### src/rtl/vend_sequencer_if.sv
// Coin-acceptor / dispenser bus for the vend sequencer.
interface vend_sequencer_if;
  localparam int unsigned CREDIT_W = 6;
  localparam int unsigned STOCK_W  = 8;

  logic [1:0]          coin;
  logic                cancel;
  logic                refill;
  logic                disp_on;
  logic                coffee;
  logic                ret5;
  logic                coin_rej;
  logic [CREDIT_W-1:0] credit;
  logic [STOCK_W-1:0]  stock;
  logic                sold_out;
  logic                busy;

  // Coin acceptor / front panel side
  modport master (
    output coin, cancel, refill,
    input  disp_on, coffee, ret5, coin_rej, credit, stock, sold_out, busy
  );

  // Sequencer side
  modport slave (
    input  coin, cancel, refill,
    output disp_on, coffee, ret5, coin_rej, credit, stock, sold_out, busy
  );
endinterface

### src/rtl/vend_sequencer.sv
// Vend transaction sequencer: credit accumulation, dispense timing, change payout, stock.
module vend_sequencer #(
  parameter int unsigned PRICE       = 15,
  parameter int unsigned DISP_CYCLES = 8,
  parameter int unsigned STOCK_INIT  = 10
) (
  input  logic             clk,
  input  logic             rstn,   // active-high asynchronous reset
  vend_sequencer_if.slave  bus
);

  localparam int unsigned CW = 6;
  localparam int unsigned SW = 8;
  localparam int unsigned TW = $clog2(DISP_CYCLES);

  typedef enum logic [2:0] {
    IDLE,
    CREDIT,
    DISPENSE,
    CHANGE,
    SOLDOUT
  } state_t;

  state_t         state;
  logic [CW-1:0]  credit_q;
  logic [SW-1:0]  stock_q;
  logic [TW-1:0]  timer_q;
  logic           coin_rej_q;

  logic [CW-1:0]  coin_val;
  logic           coin_ok;
  logic           coin_bad;
  logic [CW-1:0]  credit_sum;
  logic           vend;
  logic [SW-1:0]  stock_d;
  logic           timer_last;

  // Coin decode, vend qualification and next stock value
  always_comb begin
    coin_val   = '0;
    coin_ok    = 1'b0;
    coin_bad   = 1'b0;
    credit_sum = credit_q;
    vend       = 1'b0;
    stock_d    = stock_q;

    case (bus.coin)
      2'b01:   coin_val = CW'(5);
      2'b10:   coin_val = CW'(10);
      default: coin_val = '0;
    endcase

    coin_ok  = ((state == IDLE) || (state == CREDIT)) && (coin_val != '0);
    coin_bad = (bus.coin != 2'b00) && !coin_ok;

    if (coin_ok) credit_sum = credit_q + coin_val;
    vend = coin_ok && (credit_sum >= CW'(PRICE));

    // A refill overrides the decrement of a simultaneous vend
    if (bus.refill)  stock_d = SW'(STOCK_INIT);
    else if (vend)   stock_d = stock_q - SW'(1);

    timer_last = (timer_q == TW'(DISP_CYCLES - 1));
  end

  // Sequencer state, credit, stock, dispense timer and reject pulse
  always_ff @(posedge clk or posedge rstn) begin
    if (rstn) begin
      state      <= IDLE;
      credit_q   <= '0;
      stock_q    <= SW'(STOCK_INIT);
      timer_q    <= '0;
      coin_rej_q <= 1'b0;
    end else begin
      coin_rej_q <= coin_bad;
      stock_q    <= stock_d;

      case (state)
        IDLE: begin
          if (vend) begin
            credit_q <= credit_sum - CW'(PRICE);
            timer_q  <= '0;
            state    <= DISPENSE;
          end else if (coin_ok) begin
            credit_q <= credit_sum;
            state    <= CREDIT;
          end
        end

        CREDIT: begin
          if (vend) begin
            credit_q <= credit_sum - CW'(PRICE);
            timer_q  <= '0;
            state    <= DISPENSE;
          end else if (bus.cancel) begin
            credit_q <= credit_sum;
            state    <= CHANGE;
          end else begin
            credit_q <= credit_sum;
          end
        end

        DISPENSE: begin
          timer_q <= timer_q + TW'(1);
          if (timer_last) begin
            timer_q <= '0;
            if (credit_q != '0)     state <= CHANGE;
            else if (stock_d == '0) state <= SOLDOUT;
            else                    state <= IDLE;
          end
        end

        CHANGE: begin
          if (credit_q <= CW'(5)) begin
            credit_q <= '0;
            state    <= (stock_d == '0) ? SOLDOUT : IDLE;
          end else begin
            credit_q <= credit_q - CW'(5);
          end
        end

        SOLDOUT: begin
          if (bus.refill) state <= IDLE;
        end

        default: state <= IDLE;
      endcase
    end
  end

  assign bus.disp_on  = (state == DISPENSE);
  assign bus.coffee   = (state == DISPENSE) && timer_last;
  assign bus.ret5     = (state == CHANGE);
  assign bus.busy     = (state == DISPENSE) || (state == CHANGE);
  assign bus.sold_out = (state == SOLDOUT);
  assign bus.coin_rej = coin_rej_q;
  assign bus.credit   = credit_q;
  assign bus.stock    = stock_q;

endmodule
### src/flat_wrapper.sv
// flat-port wrapper written by rule: the top's interface ports become plain ports
module vend_sequencer_flat 
#(
  parameter int unsigned PRICE       = 15,
  parameter int unsigned DISP_CYCLES = 8,
  parameter int unsigned STOCK_INIT  = 10
)
  (clk, rstn, bus_coin, bus_cancel, bus_refill, bus_disp_on, bus_coffee, bus_ret5, bus_coin_rej, bus_credit, bus_stock, bus_sold_out, bus_busy);
  vend_sequencer_if bus_i ();
  input  logic clk;
  input  logic rstn;
  input wire logic [$bits(bus_i.coin)-1:0] bus_coin;
  input wire logic [$bits(bus_i.cancel)-1:0] bus_cancel;
  input wire logic [$bits(bus_i.refill)-1:0] bus_refill;
  output wire logic [$bits(bus_i.disp_on)-1:0] bus_disp_on;
  output wire logic [$bits(bus_i.coffee)-1:0] bus_coffee;
  output wire logic [$bits(bus_i.ret5)-1:0] bus_ret5;
  output wire logic [$bits(bus_i.coin_rej)-1:0] bus_coin_rej;
  output wire logic [$bits(bus_i.credit)-1:0] bus_credit;
  output wire logic [$bits(bus_i.stock)-1:0] bus_stock;
  output wire logic [$bits(bus_i.sold_out)-1:0] bus_sold_out;
  output wire logic [$bits(bus_i.busy)-1:0] bus_busy;
  assign bus_i.coin = bus_coin;
  assign bus_i.cancel = bus_cancel;
  assign bus_i.refill = bus_refill;
  assign bus_disp_on = bus_i.disp_on;
  assign bus_coffee = bus_i.coffee;
  assign bus_ret5 = bus_i.ret5;
  assign bus_coin_rej = bus_i.coin_rej;
  assign bus_credit = bus_i.credit;
  assign bus_stock = bus_i.stock;
  assign bus_sold_out = bus_i.sold_out;
  assign bus_busy = bus_i.busy;
  vend_sequencer #(.PRICE(PRICE), .DISP_CYCLES(DISP_CYCLES), .STOCK_INIT(STOCK_INIT)) u_core (.clk(clk), .rstn(rstn), .bus(bus_i));
endmodule
### config.mk
export PLATFORM = sky130hd
export DESIGN_NAME = vend_sequencer_flat
export DESIGN_NICKNAME = d
export VERILOG_FILES = /design/src/rtl/vend_sequencer_if.sv /design/src/rtl/vend_sequencer.sv /design/src/flat_wrapper.sv
export SDC_FILE = /design/constraint.sdc
export NUM_CORES = 1
export LEC_CHECK = 0
export CORE_UTILIZATION = 30
export DETAILED_ROUTE_END_ITERATION = 8
export PLACE_DENSITY = 0.59
export SETUP_SLACK_MARGIN = 0.4
export SYNTH_ARGS = -nofsm -noshare
export SYNTH_HDL_FRONTEND = slang
export SYNTH_SLANG_ARGS = --single-unit
### constraint.sdc
create_clock -name clk -period 2.59 [get_ports clk]
set_clock_uncertainty 0.05 [all_clocks]
set_input_delay 0.3885 -clock clk [delete_from_list [all_inputs] [get_ports clk]]
set_output_delay 0.3885 -clock clk [all_outputs]
set_load 0.01 [all_outputs]
---- Word level (Yosys, flattened, before mapping) ----
Cells that the tools add are included.
word-level totals
  flip-flop bits (word level) ............. 21
  bits of input ports ..................... 6
  word-level logic and storage cells ...... 65
operators by class
  equal/unequal tests ..................... 13
  reduce and logical (&&, ||, !) cells .... 18
  mux-type cells .......................... 22
  add/subtract/negate cells ............... 5
  $lt $le $gt $ge ......................... 2
operators with widths
  kind                 number
  $mux 3               11
  $mux 6               5
  $pmux 6 s3           1
  $mux 8               2
  $pmux 3 s5           1
  $reduce_bool 6->1    2
  $logic_not 8->1      1
  $pmux 4 s2           1
  $sub 8x1->8 const B  1
  $add 6x4->6          1
  $eq 3x2->1 const B   2
  $eq 3x3->1 const B   2
  $ge 6x4->1 const B   1
  $le 6x3->1 const B   1
  $ne 2x1->1 const B   3
  $pmux 3 s2           1
  $sub 6x3->6 const B  1
  $sub 6x4->6 const B  1
  $reduce_and 5->1     1
  $logic_and 1x1->1    4
  $reduce_and 2->1     2
  $reduce_bool 2->1    2
  $add 3x1->3 const B  1
  $eq 3x1->1 const B   1
  other kinds (10)     11

---- Logic depth before layout (Yosys ltp) ----
Gate-level depths: netlist of run 1.
  depth in word-level cells ............... 14
  depth in mapped cells ................... 13
  mapped depth without buffers ............ 13

---- Worst setup path after synthesis of run 1 ----
Ideal clock, no wire load.
  path type ............................... input to register
  start ................................... input port bus_coin[0]
  end ..................................... register u_core.stock_q[7] (netlist: u_core.bus.stock[7])
  data required time ...................... 2.415 ns
  path slack .............................. -0.444 ns
  cell stages on the path ................. 13
  path buffers ............................ 1
  arrival time ............................ 2.859 ns
  cells stage by stage .................... inv_1 > ha_1 > buf_6 > xor2_1 > ha_1 > a21oi_1 > xnor2_1 > nor2_1 > xnor2_1 > o211ai_4 > a21oi_4 > nand3_2 > mux2_4
on the way
  word-level cells in the longest chain between the ends .. 9
  elaborated cells on any way between the ends .. 11
  those cells by class .................... 1 x add/sub; 1 x order compare; 2 x eq/ne; 4 x mux; 3 x reduce/logical
ends and longest elaborated chain
  what                                                 line                  text
  start, declared                                      flat_wrapper.sv:12    input wire logic [$bits(bus_i.coin)-1:0] bus_coin;
  $eq 2x2->1 / $eq 2x1->1 (equally long branches)      vend_sequencer.sv:47  case (bus.coin)
  $pmux 4 s2 *                                         vend_sequencer.sv:47
  branches (longest 4 deep; another with $add 6x4->6)  --
  $logic_and 1x1->1 *                                  vend_sequencer.sv:57  vend = coin_ok && (credit_sum >= CW'(PRICE));
  $mux 8 *                                             vend_sequencer.sv:61  else if (vend) stock_d = stock_q - SW'(1);
  $mux 8 *                                             vend_sequencer.sv:60  if (bus.refill) stock_d = SW'(STOCK_INIT);
  via u_core.stock_d[7]                                vend_sequencer.sv:35  logic [SW-1:0] stock_d;
  end signal, assigned                                 vend_sequencer.sv:71  stock_q <= SW'(STOCK_INIT);
  end signal, assigned                                 vend_sequencer.sv:76  stock_q <= stock_d;
  end, declared                                        vend_sequencer.sv:26  logic [SW-1:0] stock_q;
Mark *: on every way through the listed nets, which the timed path passes.
A chain may end at the register's enable or synchronous reset.

---- Worst setup path after layout of run 1 ----
  start ................................... input port bus_coin[0]
  end ..................................... register u_core.state[0]
on the way
  word-level cells in the longest chain between the ends .. 9
  elaborated cells on any way between the ends .. 15
  those cells by class .................... 1 x add/sub; 1 x order compare; 4 x eq/ne; 5 x mux; 4 x reduce/logical
ends and longest elaborated chain
  what                                                 line                   text
  $eq 2x2->1 / $eq 2x1->1 (equally long branches)      vend_sequencer.sv:47
  $pmux 4 s2 *                                         vend_sequencer.sv:47
  branches (longest 7 deep; another with $add 6x4->6)  --
  end signal, assigned                                 vend_sequencer.sv:116  state <= (stock_d == '0) ? SOLDOUT : IDLE;
  end, declared                                        vend_sequencer.sv:24   state_t state;
Every way passes the cells marked *.

==> results of run 1 <==
[cells in the final DEF, fill, tap and decap left out, types with 3 or more instances in the layout]
cell and instances:
a211oi_1 3, nand4_1 3, clkbuf_8 3, o21ai_0 9, xnor2_1 3, clkdlybuf4s50_1 20
or3_1 7, ha_2 4, nor3_1 6, buf_6 12, or3_4 3, nor2_1 12
nor2_2 3, nand2_1 13, nor2b_1 3, ha_1 6, dfrtp_1 19, a31oi_1 5
o211ai_1 5, a21oi_1 7, nand3_2 3, o21ai_1 3, inv_1 14, buf_4 58
o21ai_2 3, dlygate4sd2_1 3, xor2_1 5, nand2b_1 3, nor3b_1 4, xnor2_2 4
[what timing repair did]
| item | in CTS | in global routing |
|---|---|---|
| resized for setup | 33 | 16 |
| endpoints found under the setup margin | 24 | 22 |
| buffers inserted | 15 | 4 |
| pin swaps | 28 | 8 |
[state kept, by name (all words and copies together) (netlist names)]
register / count
u_core.timer_q: 3
u_core.bus.credit: 6
u_core.bus.stock: 8
u_core.bus.coin_rej: 1
u_core.state: 3
[metal layers]
metal,up-vias,part of all wire (%)
met3,6,3.8
met2,47,48
met5,-,0
met1,932,47
li1,977,-
met4,0,1.2
[layout make-up]
class,instances,area (um^2)
Fill cell,570,3027
Clock buffer,3,41.29
Clock inverter,1,5.005
Timing Repair Buffer,96,842.1
Tap cell,75,93.84
Sequential cell,21,528.0
Multi-Input combinational cell,171,1443
Inverter,17,81.33
[through the flow]
step	TNS, ns	util (%)
floorplan	-0.6757	-
global placement	-15.87	44.47
detailed placement	-16.38	44.47
CTS	-3.220	48.41
global route	-4.950	50.06
finish	-3.147	50.06
[power by group through the flow]
stage | combinational [mW] | sequential (mW) | clock [mW]
5_1_grt | 2.41 | 0.537 | 0.241
3_5_place_dp | 1.93 | 0.522 | 0
4_1_cts | 2.06 | 0.518 | 0.232
2_1_floorplan | 1.07 | 0.564 | 0
3_3_place_gp | 1.91 | 0.522 | 0
6_report | 2.21 | 0.521 | 0.225
[worst min-delay path, stage by stage]
cell	delay, ns
clkdlybuf4s50_1	0.40
inv_1	0.05
buf_4	0.27
[worst paths after layout]
path / from / end / slack [ns]
setup / recovery: bus_coin[0] / u_core.state[0]$_DFFE_PP0P_ / -0.21
hold / removal: rstn / u_core.bus.stock[7]$_DFF_PP0_ / 0.39
setup reg to reg: u_core.state[2]$_DFFE_PP0P_ / u_core.state[0]$_DFFE_PP0P_ / -0.10
hold reg to reg: u_core.timer_q[0]$_DFFE_PP0P_ / u_core.timer_q[0]$_DFFE_PP0P_ / 0.47
max in group asynchronous: rstn / u_core.bus.stock[3]$_DFF_PP1_ / 1.82
min in group clk: bus_coin[1] / u_core.bus.coin_rej$_DFF_PP0_ / 0.45
[cells by family (layout without fill, tap and decap cells)]
group	Yosys count	count (layout)	share of synthesized area, %
XOR/XNOR	13	13	5.932
multiplexers	4	4	3.064
AO/OA/AOI/OAI	60	60	23.86
flip-flops	21	21	27.51
buffers and inverters	25	117	6.845
AND/OR/NAND/NOR	82	82	24.97
adder cells (fa/ha/maj)	12	12	7.822
==> flow_summary.toml, run 1 <==
[detailed_routing]
avgViaCountPerCell = 5.109
drc = 0
drt_wl_total_mm = 5.803
drt_iter0_drc = 113
drt-wirelength-per-cell_um = 15.11
vias = 1962
first_pass_iters = 4
ant_nets = 0

[critical_path]
cp.depth = 12
critPathRequiredTime_ns = 2.70
critical_path.endpoint_type = "flip-flop"
path_class = "in2reg"
path_cells = "buf_6 -> buf_6 -> inv_12 -> ha_4 -> or3b_4 -> or3_1 -> a211o_1 -> and3_4 -> o211ai_4 -> nand3_2 -> o211ai_1 -> mux2_2"
path_buf_inv = 3
crit_path_top_delay_cell = "or3b_4"
worstPathArrival_ns = 2.92
cpLargestDelayFamily = "simple AND/OR/NAND/NOR gates"
cpMostUsedCell = "buf_6"
startpoint_type = "input port"
path_max_fanout = 6
rr_worst_depth = 8
slowest_delay_ns = 0.40

[yosys]
async_flop_share_pct = 100.0
syn-num-nets = 235
ys_types = 64
netlist_top_cells_area = "dfrtp_1 25%, ha_1 7.8%, o21ai_0 3.7%"
yosysTopAreaCell = "dfrtp_1"
yosys_warnings = 0
netlist_instances = 217
synth_edf_count = 0
synth_top_area_share_pct = 24.77
synth.top_cells.by_count = "19 x dfrtp_1, 17 x inv_1, 14 x nand2_1, 14 x nor2_1, 14 x o21ai_0"
synth.most_common_cell = "dfrtp_1"
ys_seq_elements = 21
syn-cell-area_um2 = 1919
synth_flop_cell = "dfrtp_1"
ys_seq_area_share_pct = 27.51
syn_avg_cell_area_um2 = 8.845

[floorplanning]
num_rows = 28
die_h_um = 81.99
initial_utilization_pct = 31.67
coreArea_um2 = 6061
die_w_um = 81.99
ioPinCount = 26
dieArea_um2 = 6722

[power_and_ir_drop]
power_frac_comb_pct = 74.8
clkPwrFrac_pct = 7.6
p_sw_share_pct = 43.86
intPower_mw = 1.657
p_leak_nw = 1.287
netSwitchingPower_mw = 1.295
vdd_ir_drop_max_uv = 498.6
power_mw = 2.952
seqPwrFrac_pct = 17.6
p_per_area_nw_per_um2 = 972.9

[finish]
nNetsFinal = 328
area_growth_syn_to_layout_pct = 58.08
antenna_cells = 0
fin_cells = 384
final_area_um2 = 3034
drive_gt1_share_pct = 41.75

[global_route]
top_usage_layer = "met2"
grt_max_degree = 22
antenna_found_initial = 0
use_met2_pct = 29.34
use_met3_pct = 2.444
grt_pass1_wl_mm = 9.618
grt_remaining_overflow = 0
track_usage_pct = 18.67
met1_usage_pct = 27.07
grt_pass1_vias = 1925

[placement]
place_area_um2 = 2695
gp_congestion = 0.8980
dp_slack_ns = -0.9028
dp.cells = 361
dp_hpwl_mm = 4.390
port_buffers = 25

[clock_tree]
cts.sinks = 21
insertion_delay_ns = 0.27
cts_max_path_buffers = 2
cts.clk_slew.worst_paths_ns = 0.08
htreeDepth = 1
cts_hold_buf = 0
root_buffer = "clkbuf_8"
cts_tree = "built"
cts_made_buffers = 3

[sta]
rsz0062_at_grt = "yes"
finalWorstSetupSlack_ns = -0.2129
final-hold-violation-count = 0
setup_viol = 20
hold_ws_ns = 0.3940
timing.final.crit_share_pct = 108.2
worst_slew_margin_rel_pct = 62.82
slew_violations = 0
tightest_slew_ns = 0.5519
period_minus_slack_ns = 2.803
fmax_mhz = 356.8

[outcome]
violations = "negative setup slack"
status = "finished with violations"

[run]
maxCapViolations = 0

[hold_path]
hold_path_class = "in2async"
(Power assumes the default switching activity.)
==> run 2, diff against run 1 <==
--- a/config.mk
+++ b/config.mk
@@ -12,3 +12,4 @@
 export SYNTH_ARGS = -nofsm -noshare
 export SYNTH_HDL_FRONTEND = slang
 export SYNTH_SLANG_ARGS = --single-unit
+export TNS_END_PERCENT = 5
==> flow_summary.toml, run 2 (synthesis gave the netlist of run 1 again) <==
[placement]
port_buffers = 25
place_area_um2 = 2585
gp_congestion = 0.8632
dp_hpwl_mm = 4.197
dp_slack_ns = -0.8777

[sta]
setup_viol = 12
rsz0062_at_grt = "yes"
fmax_mhz = 370.7
finalWorstSetupSlack_ns = -0.1074
tns_ns = -0.4615
slew_violations = 0
final-hold-violation-count = 0
period_minus_slack_ns = 2.697
timing.final.crit_share_pct = 104.1
tightest_slew_ns = 0.5344
worst_slew_margin_rel_pct = 64.00

[clock_tree]
cts_hold_buf = 0
htreeDepth = 1
cts_max_path_buffers = 2
insertion_delay_ns = 0.26
cts_tree = "built"
cts.clk_slew.worst_paths_ns = 0.08
root_buffer = "clkbuf_8"
cts.sinks = 21
cts_made_buffers = 3

[floorplanning]
dieArea_um2 = 6722
die_h_um = 81.99
coreArea_um2 = 6061
num_rows = 28
ioPinCount = 26
initial_utilization_pct = 31.67
die_w_um = 81.99

[global_route]
grt_pass1_vias = 1820
track_usage_pct = 17.52
grt_remaining_overflow = 0
grt_max_degree = 22
grt_pass1_wl_mm = 8.963
antenna_found_initial = 0

[detailed_routing]
drt_iter0_drc = 132
met2_length_mm = 2.620
first_pass_iters = 4
wl_met3_um = 122
wl_met1_mm = 2.713
vias = 1904
drt_wl_total_mm = 5.512
top_layer_used = "met4"
drc = 0
avgViaCountPerCell = 5.231
drt-wirelength-per-cell_um = 15.14
ant_nets = 0

[finish]
mostFrequentLayoutCells = "47 x buf_4, 19 x clkdlybuf4s50_1, 19 x dfrtp_1, 15 x inv_1, 14 x nand2_1"
utilization_pct = 46.45
area_growth_syn_to_layout_pct = 46.68
nNetsFinal = 308
antenna_cells = 0
final_area_um2 = 2815
final_common_cell = "buf_4"
largest_reg_flops = 8
drive_gt1_share_pct = 34.95

[power_and_ir_drop]
p_leak_nw = 1.180
p_per_area_nw_per_um2 = 981.1
power_mw = 2.762
vdd_ir_drop_max_uv = 375.8

[critical_path]
critical_path.endpoint_type = "flip-flop"
worstPathArrival_ns = 2.81
critPathRequiredTime_ns = 2.70
path_max_fanout = 5
startpoint_type = "input port"
rr_worst_depth = 8
path_class = "in2reg"

[outcome]
status = "finished with violations"
violations = "negative setup slack"

[run]
maxCapViolations = 0

[hold_path]
hold_path_class = "in2async"
run 2: changes by cell type in the layout (fill, tap and decap cells not counted), moves of 2 or more:
| cell | previous run | this run |
|---|---|---|
| buf_4 | 58 | 47 |
| buf_6 | 12 | 3 |
| buf_8 | 0 | 2 |
| ha_2 | 4 | 2 |
| o21ai_0 | 9 | 11 |
| xnor2_1 | 3 | 5 |
run 2: cell type report:
type                            count  area [um^2]
Fill cell                         607         3246
Multi-Input combinational cell    171         1411
Timing Repair Buffer               76        665.6
Sequential cell                    21        528.0
Tap cell                           75        93.84
Inverter                           17        71.32
Clock buffer                        4        45.04
run 2: power breakdown:
part,switching (mW),internal [mW]
Sequential,0.101,0.432
Clock,0.113,0.110
Combinational,1.02,0.985
run 2: per-stage QoR:
stage / cells / hold WS [ns]
2_1_floorplan: 217 / 0.3135
3_3_place_gp: 352 / 0.4331
3_5_place_dp: 352 / 0.4381
4_1_cts: 364 / 0.4093
5_1_grt: 364 / 0.4278
6_report: 364 / 0.4115
run 2: critical path, cell delays in order:
cell      delay (ns)
buf_8           0.10
buf_6           0.11
ha_4            0.17
xor2_2          0.12
ha_2            0.18
a21oi_2         0.04
o21a_1          0.19
a221o_1         0.36
nor3_4          0.26
nor2b_4         0.29
nand3_2         0.11
o211ai_1        0.12
mux2_2          0.36
run 2: path summary, 6_finish.rpt:
kind	from	to	slack, ns
max reg2reg	u_core.state[2]$_DFFE_PP0P_	u_core.state[0]$_DFFE_PP0P_	-0.05
min reg2reg	u_core.timer_q[0]$_DFFE_PP0P_	u_core.timer_q[0]$_DFFE_PP0P_	0.45
max	bus_coin[1]	u_core.state[0]$_DFFE_PP0P_	-0.11
max in group asynchronous	rstn	u_core.bus.stock[1]$_DFF_PP1_	1.79
min in group clk	bus_coin[1]	u_core.bus.coin_rej$_DFF_PP0_	0.42
min	rstn	u_core.state[2]$_DFFE_PP0P_	0.41
run 2: metal layers:
metal / vias to the layer above / global-route usage, %
met5: - / 0
met4: 0 / 2.281
met3: 4 / 2.778
met2: 30 / 28.18
met1: 926 / 25.07
li1: 944 / -
run 2: timing repair:
action	in CTS	in global routing
gates cloned	0	0
setup buffers	8	0
hold endpoints to repair	0	0
resized for setup	29	15
pin swaps	14	14
setup endpoints to repair	25	21
